$ cat src/rtl/program_feeder_if.sv
// Program load port of the instruction feeder: valid/ready word stream
// bracketed by start/done pulses.
interface program_feeder_if #(
    parameter int IW = 14
);
    logic          load_start;
    logic          load_valid;
    logic          load_ready;
    logic [IW-1:0] load_data;
    logic          load_done;

    modport master (
        output load_start, load_valid, load_data, load_done,
        input  load_ready
    );

    modport slave (
        input  load_start, load_valid, load_data, load_done,
        output load_ready
    );
endinterface

$ cat src/rtl/program_feeder.sv
// Program memory and instruction streamer for the 8-bit common-bus CPU.
// Optional FEEDER_READBACK_EN adds a registered memory readback port.
module program_feeder #(
    parameter int DEPTH = 16,
    parameter int IW    = 14
) (
    input  logic                     clock,
    input  logic                     reset_n,
    program_feeder_if.slave          ld,
    input  logic                     run,
    input  logic [7:0]               pc,
    output logic [IW-1:0]            instruction,
    output logic                     reg_val_or_pc,
    output logic [1:0]               state,
    output logic                     halted,
`ifdef FEEDER_READBACK_EN
    input  logic [$clog2(DEPTH)-1:0] rb_addr,
    output logic [IW-1:0]            rb_data,
`endif
    output logic [$clog2(DEPTH):0]   word_count
);
    localparam int AW = $clog2(DEPTH);
    localparam int CW = AW + 1;

    typedef enum logic [1:0] {
        S_IDLE = 2'd0,
        S_LOAD = 2'd1,
        S_RUN  = 2'd2,
        S_HALT = 2'd3
    } state_t;

    state_t        cur_state;
    state_t        nxt_state;
    logic [IW-1:0] mem [DEPTH];
    logic [6:0]    idx_ext;
    logic          hit;
    logic          accept;
    logic          clear_count;
    logic          unused_pc_lsb;

    // pc advances by 4, so the low two bits never address a word.
    assign unused_pc_lsb = ^pc[1:0];
    assign idx_ext       = {1'b0, pc[7:2]};
    assign hit           = idx_ext < 7'(word_count);
    assign clear_count   = ld.load_start && (cur_state == S_IDLE || cur_state == S_LOAD);
    assign accept        = (cur_state == S_LOAD) && ld.load_valid && ld.load_ready && !ld.load_start;
    assign state         = cur_state;

    always_ff @(posedge clock or negedge reset_n) begin
        if (!reset_n) begin
            cur_state <= S_IDLE;
        end else begin
            cur_state <= nxt_state;
        end
    end

    always_comb begin
        nxt_state = cur_state;
        case (cur_state)
            S_IDLE: begin
                if (ld.load_start) begin
                    nxt_state = S_LOAD;
                end else if (run && word_count != '0) begin
                    nxt_state = S_RUN;
                end
            end
            S_LOAD: begin
                if (!ld.load_start && ld.load_done) begin
                    nxt_state = S_IDLE;
                end
            end
            S_RUN: begin
                if (!run) begin
                    nxt_state = S_IDLE;
                end else if (!hit) begin
                    nxt_state = S_HALT;
                end
            end
            default: begin
                if (!run) begin
                    nxt_state = S_IDLE;
                end
            end
        endcase
    end

    always_comb begin
        ld.load_ready = (cur_state == S_LOAD) && (word_count < CW'(DEPTH));
        halted        = (cur_state == S_HALT);
        reg_val_or_pc = (cur_state == S_HALT);
    end

    // A full memory deasserts load_ready, so the pointer never wraps.
    always_ff @(posedge clock or negedge reset_n) begin
        if (!reset_n) begin
            word_count <= '0;
        end else if (clear_count) begin
            word_count <= '0;
        end else if (accept) begin
            word_count <= word_count + 1'b1;
        end
    end

    always_ff @(posedge clock) begin
        if (accept) begin
            mem[word_count[AW-1:0]] <= ld.load_data;
        end
    end

    always_ff @(posedge clock or negedge reset_n) begin
        if (!reset_n) begin
            instruction <= '0;
        end else if (cur_state == S_RUN && run && hit) begin
            instruction <= mem[pc[2 +: AW]];
        end else begin
            instruction <= '0;
        end
    end

`ifdef FEEDER_READBACK_EN
    always_ff @(posedge clock or negedge reset_n) begin
        if (!reset_n) begin
            rb_data <= '0;
        end else begin
            rb_data <= mem[rb_addr];
        end
    end
`endif
endmodule

$ cat src/flat_wrapper.sv
// flat-port wrapper written by rule: the top's interface ports become plain ports
module program_feeder_flat 
#(
    parameter int DEPTH = 16,
    parameter int IW    = 14
)
  (clock, reset_n, run, pc, instruction, reg_val_or_pc, state, halted, word_count, ld_load_start, ld_load_valid, ld_load_data, ld_load_done, ld_load_ready);
  program_feeder_if #(.IW(IW)) ld_i ();
  input  logic clock;
  input  logic reset_n;
  input  logic run;
  input  logic [7:0] pc;
  output logic [IW-1:0] instruction;
  output logic reg_val_or_pc;
  output logic [1:0] state;
  output logic halted;
  output logic [$clog2(DEPTH):0] word_count;
  input wire logic [$bits(ld_i.load_start)-1:0] ld_load_start;
  input wire logic [$bits(ld_i.load_valid)-1:0] ld_load_valid;
  input wire logic [$bits(ld_i.load_data)-1:0] ld_load_data;
  input wire logic [$bits(ld_i.load_done)-1:0] ld_load_done;
  output wire logic [$bits(ld_i.load_ready)-1:0] ld_load_ready;
  assign ld_i.load_start = ld_load_start;
  assign ld_i.load_valid = ld_load_valid;
  assign ld_i.load_data = ld_load_data;
  assign ld_i.load_done = ld_load_done;
  assign ld_load_ready = ld_i.load_ready;
  program_feeder #(.DEPTH(DEPTH), .IW(IW)) u_core (.clock(clock), .reset_n(reset_n), .ld(ld_i), .run(run), .pc(pc), .instruction(instruction), .reg_val_or_pc(reg_val_or_pc), .state(state), .halted(halted), .word_count(word_count));
endmodule
$ cat config.mk
export PLATFORM = sky130hd
export DESIGN_NAME = program_feeder_flat
export DESIGN_NICKNAME = d
export VERILOG_FILES = /design/src/rtl/program_feeder_if.sv /design/src/rtl/program_feeder.sv /design/src/flat_wrapper.sv
export SDC_FILE = /design/constraint.sdc
export NUM_CORES = 1
export LEC_CHECK = 0
export CAP_MARGIN = 10
export CORE_MARGIN = 2
export CORE_UTILIZATION = 55
export CTS_BUF_LIST = sky130_fd_sc_hd__clkbuf_4 sky130_fd_sc_hd__clkbuf_8
export CTS_CLUSTER_SIZE = 10
export DETAILED_ROUTE_END_ITERATION = 16
export PLACE_DENSITY = 0.71
export SLEW_MARGIN = 20
export SYNTH_ARGS = -nofsm -noshare
export SYNTH_HDL_FRONTEND = slang
export SYNTH_SLANG_ARGS = --single-unit
$ cat constraint.sdc
create_clock -name clock -period 2.1 [get_ports clock]
set_input_delay 0.42 -clock clock [delete_from_list [all_inputs] [get_ports clock]]
set_output_delay 0.42 -clock clock [all_outputs]
set_load 0.02 [all_outputs]
==> qor.txt <==
STA
----------------------------------------------------------------------------------------
Setup repair after global routing missed its margin .......................          yes
Minimum period implied by the final worst setup slack .....................      2.01 ns
Achievable clock frequency ................................................      499 MHz
Aggregate negative setup slack ............................................         0 ns
Max_slew headroom .........................................................        60.8%
Clock skew ................................................................    0.0259 ns
Final slew viol count .....................................................            0
Final-report hold violation count .........................................            0
Portion of the clock cycle consumed by the worst path in the final layout .        95.5%
Measured slew at the worst slew-check pin .................................     0.587 ns
Final Setup Violations ....................................................            0
Worst setup slack after layout ............................................    0.0946 ns

FLOW RUN
----------------------------------------------------------------------------------------
Count of max-cap constraint violations ....................................            0

YOSYS
----------------------------------------------------------------------------------------
Synth area leader .........................................................     edfxtp_1
Number of flops mapped to enable cells by yosys ...........................          224
Synth Cell Area ...........................................................     9470 µm²
Post-Synthesis Net Count ..................................................          466
Area fraction of the dominant cell type after synthesis ...................        71.0%
Most instantiated flip-flop cell in the synthesis netlist .................     edfxtp_1
FFs w/ async S/R, synth ...................................................        8.57%
Synthesized instance count ................................................          430
Leading post-synthesis cells by instance count ............................ 224 x edfxtp_1, 56 x mux4_2, 29 x mux2i_1
Sequential fraction of the synthesis area .................................        76.5%
Number of distinct library cells after synthesis ..........................           34
Register bit count reported by yosys ......................................          245
Top area cells in the synthesized netlist ................................. edfxtp_1 71%, mux4_2 13%, dfrtp_1 5.5%, mux2i_1 3.1%, and2_1 1.1%
Synthesized area divided by synthesized cell count ........................     22.0 µm²
Most frequent cell after synthesis ........................................     edfxtp_1
Warnings from Yosys .......................................................            0

ROUTING
----------------------------------------------------------------------------------------
Antenna violation net count after detailed routing ........................            0
Ratio of routed vias to standard cells ....................................         6.00
Number of design rule violations left after detail routing ................            0
Number of search-and-repair iterations in the first detailed-routing pass .            5
First-iteration detailed-routing DRC count ................................          473
Total number of vias ......................................................         4720
WL final ..................................................................      20.0 mm
Per-cell routed wire length ...............................................      25.4 µm

CRITICAL PATH
----------------------------------------------------------------------------------------
CP arrival ................................................................      1.59 ns
Worst setup path category .................................................   reg -> out
Crit path max-delay family ................................................ buffers and inverters
Worst EP required .........................................................      1.68 ns
Capturing point of the worst reg2reg path ................................. u_core.instruction[4]
Worst setup slack for register-to-register paths ..........................      0.10 ns
Start of the worst register-to-register path .............................. u_core.word_count[2]
Crit path capture type .................................................... primary output
Largest fanout of any net on the critical path ............................            6
Depth of the worst register-to-register path ..............................            7
Number of buffers and inverters on the critical path ......................            1
Slowest-stage cell, CP .................................................... clkdlybuf4s50_1
Worst path cell trace ..................................................... clkdlybuf4s50_1
Startpoint types ..........................................................     register
Max stage delay on crit path ..............................................      0.64 ns

FINISH
----------------------------------------------------------------------------------------
Fraction of final layout cells sized beyond drive strength 1 ..............        32.3%
Total number of nets in the final design ..................................          575
Antenna diode count .......................................................            0
Layout fillers ............................................................         1067
Sequential cell area ......................................................     7250 µm²
Non-Filler Cell Area, Final ...............................................    11500 µm²
Multi-input combinational cell area .......................................     2130 µm²
Area growth from synthesis to layout ......................................        21.3%

PLACEMENT
----------------------------------------------------------------------------------------
Cell Area, Placed .........................................................    10700 µm²
Gpl congestion ............................................................        0.815
Number of buffers inserted by port buffering ..............................           49
Detailed Place HPWL .......................................................      11.5 mm
Post-Place Worst Slack ....................................................    -0.349 ns

CLOCK NETWORK
----------------------------------------------------------------------------------------
Root cell of the clock tree ...............................................     clkbuf_8
Clock network latency to the later pin of the worst-skew pair .............      0.52 ns
Clock tree from TritonCTS .................................................         done
Buffer depth of the longest clock path ....................................            3
Number of clock buffers inserted by TritonCTS .............................           39
Cts hold-fix bufs .........................................................            0
Worst-path clk slew .......................................................      0.07 ns
H-tree lvl count ..........................................................            2
# Post-CTS Setup Buffers ..................................................            0
Sinks on the clock net ....................................................          245

POWER AND IR DROP
----------------------------------------------------------------------------------------
Power per Cell Area .......................................................   864 nW/µm²
Internal power consumption ................................................    0.00788 W
Pleak .....................................................................      3.98 nW
Sw power ..................................................................    0.00205 W
Switching power share of the total ........................................        20.7%
Sequential cell fraction of total power ...................................        54.3%
Maximum resistive drop on vdd .............................................       698 µV
Logic pwr share ...........................................................         5.6%
Post-layout total power ...................................................    0.00993 W
Proportion of power drawn by the clock network ............................        40.1%

OUTCOME
----------------------------------------------------------------------------------------
Run status ................................................................    completed

FLOORPLAN
----------------------------------------------------------------------------------------
Vertical die dimension ....................................................       135 µm
Initial Utilization .......................................................        56.7%
Die extent in x ...........................................................       135 µm
IO Count ..................................................................           52
Core area .................................................................    16700 µm²
Floorplan die area ........................................................    18300 µm²
Number of placement rows ..................................................           47

GLOBAL ROUTE
----------------------------------------------------------------------------------------
Initial antenna violation count ...........................................            0
Maximum number of pins on one net before global-route repair ..............           57
Wire length of the first global-routing pass ..............................      29.6 mm
Total global-route track usage ............................................        23.0%
Number of global-route vias before repair .................................         4871
Total grt overflow ........................................................            0

WORST HOLD PATH
----------------------------------------------------------------------------------------
Worst Hold Class ..........................................................  in -> async

[area by class of cell]
type,count,share of cell area (%)
timing repair buffer,87,8.93
multi-input combinational,159,18.5
sequential,245,63.1
inverter,7,0.229
tap,220,2.40
clock buffer,56,6.05
clock inverter,13,0.740
[state kept, by name, summed over array words and instances, names as in the netlist]
name / cells
u_core.instruction: 14
u_core.word_count: 5
u_core.mem: 224
u_core.state: 2
[power groups by stage]
stage               Combinational, W  Sequential (W)  Clock, W
floorplan                   0.000291         0.00550         0
global placement            0.000549         0.00549         0
detailed placement          0.000563         0.00549         0
CTS                         0.000562         0.00539   0.00406
global route                0.000602         0.00539   0.00428
finish                      0.000557         0.00539   0.00398
[cells in the final DEF (no fill, tap or decap), drive strengths merged, types with 2 or more instances in the layout]
| cell type | count |
|---|---|
| edfxtp | 224 |
| clkbuf | 57 |
| mux4 | 56 |
| buf | 41 |
| clkdlybuf4s50 | 39 |
| mux2i | 29 |
| dfrtp | 21 |
| and2 | 17 |
| o22ai | 14 |
| clkinv | 11 |
| ha | 8 |
| inv | 7 |
| nand2 | 5 |
| nand3 | 4 |
| nor3 | 4 |
| o21a | 3 |
| dlygate4sd2 | 3 |
| dlymetal6s2s | 3 |
| o211ai | 2 |
| nor2b | 2 |
| a21oi | 2 |
| o21ai | 2 |
[per-layer routing]
layer | up-vias | track usage, % | share of wire, %
met5 | - | 0 | 0
met3 | 23 | 4.64 | 6.8
met1 | 2506 | 32.5 | 41
met2 | 170 | 37.5 | 51
met4 | 0 | 5.79 | 1.4
li1 | 2021 | - | -
[how the worst max path moves through the flow]
stage / depth (start not counted) / end / slack (ns) / from
final: 1 / state[0] / 0.09 / u_core.state[0]
after global routing: 7 / u_core.instruction[4] / -0.003 / u_core.word_count[4]
after CTS: 2 / ld_load_ready / 0.01 / u_core.state[1]
after detailed placement: 7 / u_core.instruction[4] / -0.35 / pc[6]
after global placement: 7 / u_core.instruction[8] / -0.29 / pc[6]
after floorplan: 7 / u_core.instruction[10] / -0.007 / u_core.word_count[4]
[cell families after synthesis]
family | after synthesis | share of synthesized area [%]
flops | 245 | 76.5
mux | 85 | 16.4
simple gates | 39 | 2.52
compound gates | 26 | 2.07
buf+inv | 26 | 1.33
fa+ha+maj | 8 | 1.06
xor+xnor | 1 | 0.0925
[metrics by stage]
stage | utilization, % | cells | hold slack [ns]
floorplan | - | 430 | 0.124
global placement | 64.0 | 718 | 0.572
detailed placement | 64.0 | 718 | 0.605
CTS | 68.7 | 787 | 0.232
global route | 68.8 | 787 | 0.273
finish | 68.8 | 787 | 0.243
[timing repair]
action | in CTS | in global routing
gates resized for setup | 5 | 8
pin swaps | 1 | 0
endpoints found under the setup margin | 5 | 18
Note: power is estimated with default switching activity, not from simulation.
